[src/rtl/io_uart_bridge.sv]
// io_uart_bridge: device side of the CPU io port. Bytes written by the CPU are queued in a
// small FIFO and sent on a UART TX line; a UART RX line fills a one-byte holding register.
module io_uart_bridge #(
  parameter int CLKS_PER_BIT = 16,
  parameter int TX_DEPTH     = 4
) (
  input  logic       i_clk,
  input  logic       i_reset,
  input  logic [7:0] i_data,
  input  logic       i_wrOut,
  input  logic       i_inNOe,
  output logic [7:0] o_data,
  output logic       o_rxValid,
  output logic       o_rxOverrun,
  output logic       o_txFull,
  output logic       o_txBusy,
  input  logic       i_uartRx,
  output logic       o_uartTx
);

  localparam int CW = $clog2(CLKS_PER_BIT);
  localparam int AW = $clog2(TX_DEPTH);
  localparam logic [CW-1:0] BIT_LAST  = CW'(CLKS_PER_BIT - 1);
  localparam logic [CW-1:0] HALF_LAST = CW'(CLKS_PER_BIT / 2 - 1);
  localparam logic [CW-1:0] STOP_LAST = CW'(CLKS_PER_BIT - 2);
  localparam logic [AW:0]   FIFO_FULL = (AW + 1)'(TX_DEPTH);

  localparam logic [1:0] IDLE  = 2'd0;
  localparam logic [1:0] START = 2'd1;
  localparam logic [1:0] DATA  = 2'd2;
  localparam logic [1:0] STOP  = 2'd3;

  logic [7:0]    fifoMem [TX_DEPTH];
  logic [AW-1:0] fifoHead;
  logic [AW-1:0] fifoTail;
  logic [AW:0]   fifoCount;
  logic          txPush;
  logic          txPop;

  logic [1:0]    txState;
  logic [CW-1:0] txCnt;
  logic [2:0]    txBitIdx;
  logic [7:0]    txShift;

  logic          rxMeta;
  logic          rxSync;
  logic          rxPrev;
  logic [1:0]    rxState;
  logic [CW-1:0] rxCnt;
  logic [2:0]    rxBitIdx;
  logic [7:0]    rxShift;
  logic          rxWaitHigh;
  logic [7:0]    rxHold;
  logic          rxValid;
  logic          rxOverrun;
  logic          rxDeliver;
  logic          rxPopNow;

  // The full check uses the pre-edge count, so a pop in the same cycle does not free a slot.
  assign txPush = i_wrOut && (fifoCount != FIFO_FULL);
  assign txPop  = (txState == IDLE) && (fifoCount != '0);

  always_ff @(posedge i_clk) begin
    if (i_reset) begin
      fifoHead  <= '0;
      fifoTail  <= '0;
      fifoCount <= '0;
    end else begin
      if (txPush) fifoTail <= fifoTail + AW'(1);
      if (txPop)  fifoHead <= fifoHead + AW'(1);
      if (txPush && !txPop)      fifoCount <= fifoCount + (AW + 1)'(1);
      else if (!txPush && txPop) fifoCount <= fifoCount - (AW + 1)'(1);
    end
  end

  always_ff @(posedge i_clk) begin
    if (txPush) fifoMem[fifoTail] <= i_data;
  end

  // STOP holds one cycle short because the IDLE pass-through supplies the last stop cycle,
  // keeping back-to-back frames exactly 10 bit times apart.
  always_ff @(posedge i_clk) begin
    if (i_reset) begin
      txState  <= IDLE;
      txCnt    <= '0;
      txBitIdx <= '0;
      txShift  <= '0;
      o_uartTx <= 1'b1;
    end else begin
      case (txState)
        IDLE: begin
          if (txPop) begin
            txShift <= fifoMem[fifoHead];
            txCnt   <= '0;
            txState <= START;
          end
        end
        START: begin
          if (txCnt == BIT_LAST) begin
            txCnt    <= '0;
            txBitIdx <= '0;
            txState  <= DATA;
          end else txCnt <= txCnt + CW'(1);
        end
        DATA: begin
          if (txCnt == BIT_LAST) begin
            txCnt   <= '0;
            txShift <= {1'b0, txShift[7:1]};
            if (txBitIdx == 3'd7) txState <= STOP;
            else txBitIdx <= txBitIdx + 3'd1;
          end else txCnt <= txCnt + CW'(1);
        end
        STOP: begin
          if (txCnt == STOP_LAST) begin
            txCnt   <= '0;
            txState <= IDLE;
          end else txCnt <= txCnt + CW'(1);
        end
        default: txState <= IDLE;
      endcase
      o_uartTx <= (txState == START) ? 1'b0 : (txState == DATA) ? txShift[0] : 1'b1;
    end
  end

  assign rxPopNow  = !i_inNOe && rxValid;
  assign rxDeliver = (rxState == STOP) && !rxWaitHigh && (rxCnt == BIT_LAST) && rxSync;

  // After a bad stop bit the receiver parks in STOP until the line is seen high again.
  always_ff @(posedge i_clk) begin
    if (i_reset) begin
      rxMeta     <= 1'b1;
      rxSync     <= 1'b1;
      rxPrev     <= 1'b1;
      rxState    <= IDLE;
      rxCnt      <= '0;
      rxBitIdx   <= '0;
      rxShift    <= '0;
      rxWaitHigh <= 1'b0;
    end else begin
      rxMeta <= i_uartRx;
      rxSync <= rxMeta;
      rxPrev <= rxSync;
      case (rxState)
        IDLE: begin
          if (rxPrev && !rxSync) begin
            rxCnt   <= '0;
            rxState <= START;
          end
        end
        START: begin
          if (rxCnt == HALF_LAST) begin
            rxCnt    <= '0;
            rxBitIdx <= '0;
            rxState  <= rxSync ? IDLE : DATA;
          end else rxCnt <= rxCnt + CW'(1);
        end
        DATA: begin
          if (rxCnt == BIT_LAST) begin
            rxCnt   <= '0;
            rxShift <= {rxSync, rxShift[7:1]};
            if (rxBitIdx == 3'd7) rxState <= STOP;
            else rxBitIdx <= rxBitIdx + 3'd1;
          end else rxCnt <= rxCnt + CW'(1);
        end
        STOP: begin
          if (rxWaitHigh) begin
            if (rxSync) begin
              rxWaitHigh <= 1'b0;
              rxState    <= IDLE;
            end
          end else if (rxCnt == BIT_LAST) begin
            rxCnt <= '0;
            if (rxSync) rxState <= IDLE;
            else rxWaitHigh <= 1'b1;
          end else rxCnt <= rxCnt + CW'(1);
        end
        default: rxState <= IDLE;
      endcase
    end
  end

  always_ff @(posedge i_clk) begin
    if (i_reset) begin
      rxHold    <= 8'h00;
      rxValid   <= 1'b0;
      rxOverrun <= 1'b0;
    end else if (rxDeliver) begin
      if (!rxValid || rxPopNow) begin
        rxHold  <= rxShift;
        rxValid <= 1'b1;
      end else rxOverrun <= 1'b1;
    end else if (rxPopNow) begin
      rxValid <= 1'b0;
    end
  end

  assign o_data      = i_inNOe ? 8'h00 : rxHold;
  assign o_rxValid   = rxValid;
  assign o_rxOverrun = rxOverrun;
  assign o_txFull    = (fifoCount == FIFO_FULL);
  assign o_txBusy    = (txState != IDLE) || (fifoCount != '0);

endmodule

[config.mk]
export PLATFORM = sky130hd
export DESIGN_NAME = io_uart_bridge
export DESIGN_NICKNAME = d
export VERILOG_FILES = /design/src/rtl/io_uart_bridge.sv
export SDC_FILE = /design/constraint.sdc
export NUM_CORES = 1
export LEC_CHECK = 0
export ABC_AREA = 1
export CAP_MARGIN = 10
export CORE_ASPECT_RATIO = 0.5
export CORE_UTILIZATION = 40
export CTS_CLUSTER_DIAMETER = 40
export DETAILED_ROUTE_END_ITERATION = 8
export SLEW_MARGIN = 30
export SYNTH_ARGS = -nofsm -noshare
export SYNTH_HDL_FRONTEND = slang
export SYNTH_SLANG_ARGS = --single-unit
[constraint.sdc]
create_clock -name i_clk -period 2.8 [get_ports i_clk]
set_input_delay 0.42 -clock i_clk [delete_from_list [all_inputs] [get_ports i_clk]]
set_output_delay 0.42 -clock i_clk [all_outputs]
set_load 0.1 [all_outputs]
# Word-level counts from Yosys, hierarchy flattened
# Memories as Yosys holds them, arrays and structs flattened. A register that Yosys moved wholly into a read port is not among the register bits.
# Cells that the tools add are included.
# W data, S select, Z words.
dict set report word_totals {
  regBits 56
  latch_bits 0
  ramBits 32
  mem_bits_ro 0
  inputBits 13
  out_inout_bits 13
  elab_cells 144
  n_memories 1
}
dict set report classes {
  n_addsub 8
  multipliers 0
  div 0
  order_cmp 0
  n_eq_ne 28
  n_shift 0
  mux 50
  n_bitwise 1
  reduce_logical 37
}
# memory depth width read_ports rd_clocked_by_memory_dff wr line_no
set memory_table {}
lappend memory_table {fifoMem 4 8 1 1 1 33} ;# logic [7:0] fifoMem [TX_DEPTH];
# cell n
set op_table {}
lappend op_table {{$mux W2} 15}
lappend op_table {{$mux W4} 7}
lappend op_table {{$mux W3} 8}
lappend op_table {{$mux W8} 3}
lappend op_table {{$ne A2 B2 Y1 const B} 12}
lappend op_table {{$pmux W2 S4} 2}
lappend op_table {{$pmux W4 S4} 1}
lappend op_table {{$pmux W8 S2} 1}
lappend op_table {{$eq A4 B4 Y1 const B} 3}
lappend op_table {{$pmux W3 S2} 2}
lappend op_table {{$pmux W4 S3} 1}
lappend op_table {{$reduce_bool A2 Y1} 6}
lappend op_table {{$mux W1} 10}
lappend op_table {{$reduce_and A2 Y1} 5}
lappend op_table {{$reduce_and A5 Y1} 2}
lappend op_table {{$add A3 B1 Y3 const B} 3}
lappend op_table {{$eq A3 B3 Y1 const B} 3}
lappend op_table {{$logic_and A1 B1 Y1} 9}
lappend op_table {{$add A4 B1 Y4 const B} 2}
lappend op_table {{$eq A2 B2 Y1 const B} 4}
lappend op_table {{$reduce_and A4 Y1} 2}
lappend op_table {{$logic_not A1 Y1} 6}
lappend op_table {{$add A2 B1 Y2 const B} 2}
lappend op_table {{$eq A2 B1 Y1 const B} 2}
lappend op_table {{11 further kinds} 13}

# Depth between registers and ports, before layout
dict set report logic_depth {
  ltp_word 6
  ltp_mapped 13
  mapped_depth_nobuf 13
}

# Least setup slack after synthesis
# OpenSTA, ideal clock, no wires.
dict set report synth_path {
  kind {input -> output}
  startpoint {input i_inNOe}
  endpoint {output o_data[0]}
  arrival_ns 1.839
  t_required_ns 2.380
  setup_slack_ns 0.541
  path_stages 2
  path_buffers 1
  cell_sequence {buf_2 -> nor2_1}
}
dict set report synth_via {
  elab_chain_cells 1
}
# item line_no
set synth_lines {}
lappend synth_lines {{start, declared} 11} ;# input logic i_inNOe,
lappend synth_lines {{$mux W8} 197} ;# assign o_data = i_inNOe ? 8'h00 : rxHold;
lappend synth_lines {{end, declared} 12} ;# output logic [7:0] o_data,
# Every way passes these cells.

# Final worst setup path
dict set report layout_path {
  startpoint {register txState[0]}
  endpoint {register fifoCount[1]}
}
dict set report layout_via {
  elab_chain_cells 5
  word_cells_on_any_way 7
  cone_classes {1 x mux; 6 x reduce/logical}
}
# item line_no
set layout_lines {}
lappend layout_lines {{start, declared} 40} ;# logic [1:0] txState;
lappend layout_lines {{start signal, assigned} 84} ;# txState <= IDLE;
lappend layout_lines {{start signal, assigned} 95} ;# txState <= START;
lappend layout_lines {{start signal, assigned} 102} ;# txState <= DATA;
lappend layout_lines {{$logic_not A2 Y1 *} 61} ;# assign txPop = (txState == IDLE) && (fifoCount != '0);
lappend layout_lines {{$logic_and A1 B1 Y1 *} 61}
lappend layout_lines {{$logic_not A1 Y1} 71} ;# if (txPush && !txPop) fifoCount <= fifoCount + (AW + 1)'(1);
lappend layout_lines {{$logic_and A1 B1 Y1} 71}
lappend layout_lines {{$mux W3 or $reduce_bool A2 Y1 (tied branches)} -}
lappend layout_lines {{end signal, assigned} 71}
lappend layout_lines {{end signal, assigned} 72} ;# else if (!txPush && txPop) fifoCount <= fifoCount - (AW + 1)'(1);
lappend layout_lines {{end, declared} 36} ;# logic [AW:0] fifoCount;
# Every way passes the cells marked *; elsewhere a longest branch is shown, timed or not.
# A chain may end at the register's enable or synchronous reset.

==> qor.yml <==
pwr:
  p_leak_nw: 2.05
  power_density_mw_per_mm2: 871
  vdd_drop_max_uv: 339
setup_path:
  crit_start: "txState[0]$_SDFFE_PP0P_"
  worstPathRequired_ns: 3.03
  worstPathArrival_ns: 2.41
  crit_chain: "inv_1 > ha_1 > inv_1 > a21oi_1 > inv_1 > ha_1 > inv_1 > fa_1 > o21ai_0 > a21oi_1"
  cp_max_fo: 5
  cp-end-kind: "register"
  critPathMaxStageDelay_ns: 0.42
  r2r_cells: 10
  cpMostUsedCell: "inv_1"
  cpMaxStageDelayCell: "fa_1"
  r2r_start: "txState[0]$_SDFFE_PP0P_"
  path_class: "reg2reg"
  worstSetupStartpointType: "register"
yosys:
  yosys_warnings: 0
  syn-instance-count: 511
  syn-cell-area_sq_mm: 0.00418
  synth-seq-cells: 90
  synth-seq-area-share_pct: 50.8
  synth_cell_types: 34
  syn_nets: 543
  synth.avg_cell_area_sq_um: 8.17
layout:
  antennaDiodeCount: 0
  nets: 570
  final_util_pct: 49.0
  synthToLayoutAreaGrowth_pct: 14.9
  drive_gt1_share_pct: 10.3
timing:
  whs_ns: 0.408
  fin_crit_sh_pct: 78.2
  fmax_ghz: 0.457
  final.setup_skew_ns: 0.00976
  grt_setup_unrepaired: "false"
  slew_headroom_pct: 68.7
  hold_viol_final: 0
  setup_viol: 0
  slew_violations: 0
  tightest_slew_ns: 0.469
  period_needed_ns: 2.19
  fin_tns_setup_ns: 0
die:
  core_area_sq_mm: 0.00979
  ios: 26
  dieHeight_microns: 74.2
  die_x_microns: 146
  dieArea_sq_mm: 0.0109
  start_util_pct: 42.6
  rows: 25
place:
  hpwl_microns: 5430
  io_buffer_count: 25
  gp_congestion: 0.750
detailed_routing:
  via_count: 3134
  wl_per_cell_microns: 11.8
  vias_per_cell: 4.62
  drtIter0Drc: 207
  drc: 0
  drtAntennaViolNets: 0
  drt-total-wl_microns: 8010
  drtPass1Iterations: 4
job:
  cap_violations: 0
clock_tree:
  hold_buffers: 0
  clockBufferDepth: 2
  cts_tree: "built"
  path_clk_slew_ns: 0.06
  insertion_delay_ns: 0.34
  post_cts_resized: 0
  htreeDepth: 3
  cts_buffers: 9
  cts_setup_buffers: 0
  clkSinkCount: 90
  cts_root_buf: "clkbuf_16"
worst_hold_path:
  hp-class: "reg2reg"
  hold_depth: 1
  min-delay-start: "rxMeta$_SDFF_PP1_"
global_routing:
  grt_max_degree: 26
  antenna_found_initial: 0
  grt_use_total_pct: 16.2
  grt_overflow: 0
  grt_pass1_wl_microns: 13700
  first_global_vias: 2932
outcome:
  status: "finished clean"
-- metrics by stage --
stage               instances  instance area, sq um  worst slack [ns]  power, W
finish                    678                  4800             0.611   0.00418
global route              678                  4800             0.406   0.00449
CTS                       678                  4800             0.592   0.00423
detailed placement        662                  4530             0.588   0.00311
global placement          662                  4530             0.624   0.00308
floorplan                 511                  4180             0.541   0.00282
-- sequential cells by signal, summed over array words and instances, names as in the netlist, 2 cells and up, named ones only --
register   count
fifoMem       32
rxHold         8
rxShift        8
txShift        8
rxCnt          4
txCnt          4
fifoCount      3
rxBitIdx       3
txBitIdx       3
fifoHead       2
fifoTail       2
txState        2
-- metal layers --
layer / wire [microns] / GRT usage (%) / share of wire, % / vias to the layer above
met5: 0 / 0 / 0 / -
met4: 54 / 4.51 / 0.67 / 0
met3: 300 / 4.79 / 3.7 / 5
met2: 3460 / 27.1 / 43 / 42
met1: 4190 / 20.8 / 52 / 1399
li1: - / - / - / 1688
-- kinds of logic (layout without fill, tap and decap cells) --
family	count (synthesis)	count (layout)	synth area share (%)
AOI/OAI and AO/OA	68	68	8.45
buffers and inverters	75	107	7.64
adders and majority gates	19	19	5.87
xor gates and xnor gates	3	3	0.629
and+or+nand+nor	256	256	26.6
DFF	90	90	50.8
-- path summary, 6_finish.rpt --
check / slack (ns) / end
worst max-delay path: 0.61 / fifoCount[1]$_SDFFE_PP0P_
worst min-delay path: 0.41 / rxSync$_SDFF_PP1_
worst max register to register: 0.61 / fifoCount[1]$_SDFFE_PP0P_
worst min register to register: 0.41 / rxSync$_SDFF_PP1_
-- worst max-delay path: cells and delay by family (launching register included) --
family / cells / cell delay, ns
AO/OA/AOI/OAI: 3 / 0.51
flip-flops: 1 / 0.34
buffers and inverters: 4 / 0.41
adder cells (fa/ha/maj): 3 / 0.82
-- area by class of cell --
class                           instances  area, sq um
Timing Repair Buffer                   33          278
Clock inverter                          6         42.5
Clock buffer                           10          229
Fill cell                             976         4990
Multi-Input combinational cell        346         1730
Inverter                               58          223
Sequential cell                        90         2120
Tap cell                              135          169
-- cell usage in the layout, fill, tap and decap left out, drive strengths merged --
master,instances
nor2,81
clkinv,3
nand3b,1
a221oi,1
or2,2
o21bai,1
nand4,2
edfxtp,32
nor3,2
dfxtp,58
a31oi,1
xor2,3
clkdlybuf4s50,12
clkinvlp,3
nand3,38
buf,21
a21oi,36
nand2,130
inv,58
o21a,2
ha,18
o21ai,27
fa,1
clkbuf,10
-- report_power, final --
group / leakage, nW / internal, W / switching (W)
sequential: 0.766 / 0.00153 / 0.000131
combinational: 1.16 / 0.000452 / 0.000947
clock: 0.125 / 0.000603 / 0.000514
total: 2.05 / 0.00259 / 0.00159
-- cells in the mapped netlist (all sizes together) --
cell    count  area (sq um)
nand2     130           503
nor2       81           335
dfxtp      58          1160
inv        57           214
nand3      38           218
a21oi      36           180
edfxtp     32           961
o21ai      27           135
ha         18           225
buf        10          70.1
clkbuf      7          26.3
xor2        3          26.3
nand4       2          12.5
nor3        2          21.3
o21a        2          15.0
or2         2          12.5
a221oi      1          8.76
a31oi       1          6.26
clkinv      1          8.76
fa          1          20.0
nand3b      1          7.51
o21bai      1          7.51
(Power assumes the default switching activity.)
